$ cat config.mk
export PLATFORM = sky130hd
export DESIGN_NAME = pipe3_sequencer
export DESIGN_NICKNAME = d
export VERILOG_FILES = /design/src/rtl/pipe3_seq_pkg.sv /design/src/rtl/pipe3_datapath.sv /design/src/rtl/pipe3_sequencer.sv
export SDC_FILE = /design/constraint.sdc
export NUM_CORES = 1
export LEC_CHECK = 0
export BUFFER_PORTS_ARGS = -buffer_cell sky130_fd_sc_hd__buf_2
export CAP_MARGIN = 20
export CELL_PAD_IN_SITES_DETAIL_PLACEMENT = 0
export CELL_PAD_IN_SITES_GLOBAL_PLACEMENT = 1
export CORE_MARGIN = 2
export CORE_UTILIZATION = 42
export DETAILED_ROUTE_END_ITERATION = 6
export MAX_ROUTING_LAYER = met4
export PLACE_DENSITY = 0.8
export SETUP_SLACK_MARGIN = 0.1
export SYNTH_ARGS = -nofsm -noshare
export SYNTH_HDL_FRONTEND = slang
export SYNTH_HIERARCHICAL = 1
export SYNTH_SLANG_ARGS = --single-unit
$ cat constraint.sdc
create_clock -name clk_i -period 3.7 [get_ports clk_i]
set_clock_uncertainty 0.05 [all_clocks]
set_input_delay 0.37 -clock clk_i [delete_from_list [all_inputs] [get_ports clk_i]]
set_output_delay 0.37 -clock clk_i [all_outputs]
set_load 0.005 [all_outputs]
$ cat src/rtl/pipe3_seq_pkg.sv
// Shared types and default sizing for the three-stage increment sequencer.
package pipe3_seq_pkg;

  localparam int DEF_WIDTH = 4;
  localparam int DEF_LEN_W = 4;

  typedef enum logic [1:0] {
    IDLE  = 2'd0,
    FILL  = 2'd1,
    DRAIN = 2'd2,
    DONE  = 2'd3
  } state_t;

endpackage

$ cat src/rtl/pipe3_datapath.sv
// Three chained increment registers with per-stage valid bits, driven by the
// sequencer's load / issue / shift / clear controls.
module pipe3_datapath
  import pipe3_seq_pkg::*;
#(
  parameter int WIDTH = DEF_WIDTH
) (
  input  logic             clk_i,
  input  logic             reset_ni,
  input  logic             i_load,
  input  logic [WIDTH-1:0] i_seed,
  input  logic             i_issue,
  input  logic             i_shift,
  input  logic             i_clear,
  output logic [WIDTH-1:0] o_stage1,
  output logic [WIDTH-1:0] o_stage2,
  output logic [WIDTH-1:0] o_stage3,
  output logic             o_valid1,
  output logic             o_valid2,
  output logic             o_valid3
);

  logic [WIDTH-1:0] r_stage1;
  logic [WIDTH-1:0] r_stage2;
  logic [WIDTH-1:0] r_stage3;
  logic             r_valid1;
  logic             r_valid2;
  logic             r_valid3;

  // A shift without an issue drains stage 1: its data holds but goes invalid.
  always_ff @(posedge clk_i) begin
    if (!reset_ni) begin
      r_stage1 <= '0;
      r_stage2 <= '0;
      r_stage3 <= '0;
      r_valid1 <= 1'b0;
      r_valid2 <= 1'b0;
      r_valid3 <= 1'b0;
    end else if (i_clear) begin
      r_valid1 <= 1'b0;
      r_valid2 <= 1'b0;
      r_valid3 <= 1'b0;
    end else begin
      if (i_load) begin
        r_stage1 <= i_seed;
        r_valid1 <= 1'b1;
      end else if (i_issue) begin
        r_stage1 <= r_stage1 + 1'b1;
        r_valid1 <= 1'b1;
      end else if (i_shift) begin
        r_valid1 <= 1'b0;
      end
      if (i_shift) begin
        r_stage2 <= r_stage1 + 1'b1;
        r_valid2 <= r_valid1;
        r_stage3 <= r_stage2 + 1'b1;
        r_valid3 <= r_valid2;
      end
    end
  end

  assign o_stage1 = r_stage1;
  assign o_stage2 = r_stage2;
  assign o_stage3 = r_stage3;
  assign o_valid1 = r_valid1;
  assign o_valid2 = r_valid2;
  assign o_valid3 = r_valid3;

endmodule

$ cat src/rtl/pipe3_sequencer.sv
// Burst controller: accepts (seed, length), issues a counted run into the
// datapath, drains it and pulses done for one cycle.
module pipe3_sequencer
  import pipe3_seq_pkg::*;
#(
  parameter int WIDTH = DEF_WIDTH,
  parameter int LEN_W = DEF_LEN_W
) (
  input  logic             clk_i,
  input  logic             reset_ni,
  input  logic             start_i,
  input  logic [WIDTH-1:0] seed_i,
  input  logic [LEN_W-1:0] len_i,
  input  logic             stall_i,
  input  logic             abort_i,
  output logic             ready_o,
  output logic             busy_o,
  output logic             done_o,
  output logic [WIDTH-1:0] out_o1,
  output logic [WIDTH-1:0] out_o2,
  output logic [WIDTH-1:0] out_o3,
  output logic             valid_o1,
  output logic             valid_o2,
  output logic             valid_o3
);

  state_t           r_state;
  state_t           w_nextState;
  logic [LEN_W-1:0] r_remaining;
  logic [LEN_W-1:0] w_nextRemaining;
  logic [LEN_W-1:0] w_lenMinus1;
  logic             w_load;
  logic             w_issue;
  logic             w_shift;
  logic             w_clear;
  logic             w_valid1;
  logic             w_valid2;
  logic             w_valid3;

  // len=0 wraps to all ones, which is exactly 2^LEN_W - 1 further issues.
  assign w_lenMinus1 = len_i - 1'b1;

  always_comb begin
    w_nextState     = r_state;
    w_nextRemaining = r_remaining;
    w_load          = 1'b0;
    w_issue         = 1'b0;
    w_shift         = 1'b0;
    w_clear         = 1'b0;
    case (r_state)
      IDLE: begin
        if (start_i) begin
          w_load          = 1'b1;
          w_nextRemaining = w_lenMinus1;
          w_nextState     = (w_lenMinus1 != '0) ? FILL : DRAIN;
        end
      end
      FILL: begin
        if (abort_i) begin
          w_clear         = 1'b1;
          w_nextRemaining = '0;
          w_nextState     = IDLE;
        end else if (!stall_i) begin
          w_issue         = 1'b1;
          w_shift         = 1'b1;
          w_nextRemaining = r_remaining - 1'b1;
          if (r_remaining == LEN_W'(1)) begin
            w_nextState = DRAIN;
          end
        end
      end
      DRAIN: begin
        if (abort_i) begin
          w_clear         = 1'b1;
          w_nextRemaining = '0;
          w_nextState     = IDLE;
        end else if (!stall_i) begin
          w_shift = 1'b1;
          if (!w_valid1 && !w_valid2) begin
            w_nextState = DONE;
          end
        end
      end
      DONE: begin
        if (abort_i) begin
          w_clear         = 1'b1;
          w_nextRemaining = '0;
          w_nextState     = IDLE;
        end else begin
          w_shift     = 1'b1;
          w_nextState = IDLE;
        end
      end
      default: begin
        w_nextState = IDLE;
      end
    endcase
  end

  always_ff @(posedge clk_i) begin
    if (!reset_ni) begin
      r_state     <= IDLE;
      r_remaining <= '0;
    end else begin
      r_state     <= w_nextState;
      r_remaining <= w_nextRemaining;
    end
  end

  pipe3_datapath #(
    .WIDTH(WIDTH)
  ) u_datapath (
    .clk_i   (clk_i),
    .reset_ni(reset_ni),
    .i_load  (w_load),
    .i_seed  (seed_i),
    .i_issue (w_issue),
    .i_shift (w_shift),
    .i_clear (w_clear),
    .o_stage1(out_o1),
    .o_stage2(out_o2),
    .o_stage3(out_o3),
    .o_valid1(w_valid1),
    .o_valid2(w_valid2),
    .o_valid3(w_valid3)
  );

  assign valid_o1 = w_valid1;
  assign valid_o2 = w_valid2;
  assign valid_o3 = w_valid3;
  assign ready_o  = (r_state == IDLE);
  assign busy_o   = (r_state != IDLE);
  assign done_o   = (r_state == DONE);

endmodule

==> results_dict.tcl <==
set metrics [dict create \
    ir_drop_mv 0.1727 \
    die_area_um2 3550 \
    path_cells "inv_1, ha_1, nor3_1, nor2b_1, buf_4, mux2i_1, nor2_1" \
    synthTopCellsByCount "dfxtp_1, nor2_1, inv_1" \
    hold_viol_final 0 \
    postCtsSetupBuffers 0 \
    slowest_stage "nor3_1" \
    ys.warnings.count 6 \
    hpwl_mm 2.092 \
    post_cts_resize_count 0 \
    fmax_mhz 474.5 \
    cts_root_buf "clkbuf_4" \
    netlist_area_um2 1297 \
    whs_endpoint "u_datapath/o_stage1[0]$_SDFFE_PN0P_" \
    ios 31 \
    die_h_um 59.58 \
    area_growth_pct 13.89 \
    grt_max_degree 14 \
    antenna_found_initial 0 \
    cts_tree "built" \
    drv_cap 0 \
    critPathLaunchType "register" \
    die_width_um 59.58 \
    whs_ps 295.3 \
    tightest_slew_ps 514.5 \
    ys_seq_area_share_pct 32.40 \
    p_per_area_nw_per_um2 402.9 \
    wl_per_cell_um 12.68 \
    drv_slew 0 \
    drive_gt1_share_pct 27.17 \
    htreeDepth 1 \
    vias_per_cell 5.282 \
    finalWorstSetupSlack_ps 1592 \
    drc 0 \
    finalCritPeriodShare_pct 56.96 \
    drt_wl_total_mm 2.612 \
    async_flop_share_pct 0 \
    antenna_cells 0 \
    syn_inst 142 \
    yosysMostFrequentCell "dfxtp_1" \
    reg2reg_to "u_datapath/o_stage3[1]$_SDFFE_PN0P_" \
    via_count 1088 \
    drt_iter0_drc 33 \
    hold_path.class "in2reg" \
    relSlewSlack_pct 65.44 \
    ys_ff_latch 21 \
    yosys.area.top_type "dfxtp_1" \
    avgSynthCellArea_um2 9.137 \
    synth_top_area_share_pct 32.40 \
    r2r-start "r_state[0]$_SDFFE_PN0P_" \
    cts_buffer_depth 2 \
    ant_nets 0 \
    grt_pass1_vias 1023 \
    clkLatencyLatePin_ps 300 \
    grtUsageTotal_pct 16.04 \
    min_path_cells 3 \
    fin_crit_ps 2108 \
    path_max_fanout 13 \
    crit_family "simple AND/OR/NAND/NOR gates" \
    cts.sinks 21 \
    rsz0062_at_grt "no" \
    crit_path_start "r_state[0]$_SDFFE_PN0P_" \
    dp_slack_ps 1601 \
    drt_first_pass_iters 3 \
    pwr-share-comb_pct 35.7 \
    port_buffers 30 \
    synth-edff-count 0 \
    pwr-share-seq_pct 45.9 \
    postSynth.topFlopCell "dfxtp_1" \
    status "finished, final reports clean" \
    p_sw_mw 0.2094 \
    p_leak_nw 0.6415 \
    max_stage_delay_ps 480 \
    nets 198 \
    synthDistinctLibCells 45 \
    gp_congestion 0.8200 \
    hold_path_startpoint "seed_i[0]" \
    fp-row-count 20 \
    cts-buffers-inserted 3 \
    ff2ff_setup_slack_ps 1590 \
    p_clk_share_pct 18.4 \
    p_sw_share_pct 35.17 \
    synthTopCellsByArea "dfxtp_1, ha_1, mux2i_1, nor2_1, inv_1" \
    cp_num_buf_inv 2 \
    initial_core_util_pct 43.21 \
    hold_buffers 0 \
    critical_path_class "reg2reg" \
    rr_worst_depth 7 \
    syn_nets 166 \
    power.internal_mw 0.3859 \
    grt_pass1_wl_mm 4.278 \
    grt.overflow.total 0 \
    end_kind "register" \
    finalSetupTns_ps 0 \
    arrival_ps 2260 \
    report.final.setup_viol 0 \
    core-area_um2 3003 \
    cts.clk_slew.worst_paths_ps 120 \
    worst_ep_required_time_ps 3850 \
]
-- cells in the final DEF (no fill, tap or decap), types with 2 or more instances in the layout --
master / synthesis / routed
a211oi_1: 3 / 3
a211oi_2: 3 / 3
a21oi_1: 8 / 8
and2_1: 2 / 2
buf_2: 0 / 30
clkbuf_4: 0 / 3
dfxtp_1: 21 / 21
ha_1: 11 / 11
inv_1: 12 / 12
mux2i_1: 6 / 6
nand2_1: 3 / 3
nand2b_1: 4 / 4
nand3_1: 2 / 2
nor2_1: 14 / 14
nor2_2: 3 / 3
nor2b_1: 2 / 2
nor3_1: 3 / 3
nor3b_1: 3 / 3
o21ai_0: 6 / 6
o21bai_1: 2 / 2
o22ai_1: 2 / 2
o31ai_1: 2 / 2
or4_1: 2 / 2
xnor2_1: 2 / 2
xor2_1: 3 / 3
-- power groups by stage --
stage                     registers [mW]  logic [mW]  clock network [mW]
after CTS                          0.274       0.214               0.115
after detailed placement           0.279       0.213                   0
final                              0.273       0.213               0.109
after global routing               0.277       0.240               0.122
after floorplan                    0.276       0.163                   0
after global placement             0.277       0.210                   0
-- how the worst max path moves through the flow --
stage,endpoint,cells past startpoint
after floorplan,u_datapath/o_stage2[2]$_SDFFE_PN0P_,9
after global placement,u_datapath/o_stage3[1]$_SDFFE_PN0P_,7
after detailed placement,u_datapath/o_stage3[1]$_SDFFE_PN0P_,7
after CTS,u_datapath/o_stage3[1]$_SDFFE_PN0P_,7
after global routing,u_datapath/o_stage3[1]$_SDFFE_PN0P_,7
final,u_datapath/o_stage3[1]$_SDFFE_PN0P_,7
-- sequential cells by signal (all words and copies together), names as in the netlist --
register	flops
r_remaining	4
u_datapath/o_stage3	4
u_datapath/o_valid2	1
u_datapath/o_valid3	1
u_datapath/o_stage2	4
u_datapath/o_stage1	4
r_state	2
u_datapath/o_valid1	1
-- through the flow --
step / total power [mW] / instance area, µm² / instances / utilization, %
after floorplan: 0.4389 / 1297 / 142 / -
after global placement: 0.4876 / 1450 / 202 / 48.29
after detailed placement: 0.4914 / 1450 / 202 / 48.29
after CTS: 0.6026 / 1478 / 206 / 49.21
after global routing: 0.6394 / 1478 / 206 / 49.21
final: 0.5953 / 1478 / 206 / 49.21
-- layer usage --
metal	routed length [µm]	track usage, %	vias up
li1	-	-	569
met1	1198	18.73	501
met2	1313	28.10	16
met3	78	1.965	2
met4	21	5.714	0
met5	0	-	-
-- cells by family after synthesis --
logic type / synth area share [%]
buffers and inverters: 7.328
multiplexers: 4.629
AO/OA/AOI/OAI: 23.34
XOR/XNOR: 3.376
AND/OR/NAND/NOR: 18.32
flip-flops: 32.40
adder cells (fa/ha/maj): 10.61
-- tightest hold or removal path: cells and delay by family --
kind / cells / cell delay, ps
AO/OA/AOI/OAI: 1 / 80
AND/OR/NAND/NOR: 1 / 50
buffers and inverters: 1 / 100
-- final cells by class --
type                    count  area (µm²)
multi-input cells         104       782.0
repair buffers             31       157.7
clock inverters             1       5.005
flip-flops and latches     21       420.4
clock buffers               3       22.52
fillers                   304        1525
well taps                  33       41.29
inverters                  13       48.80
(Power assumes the default switching activity.)
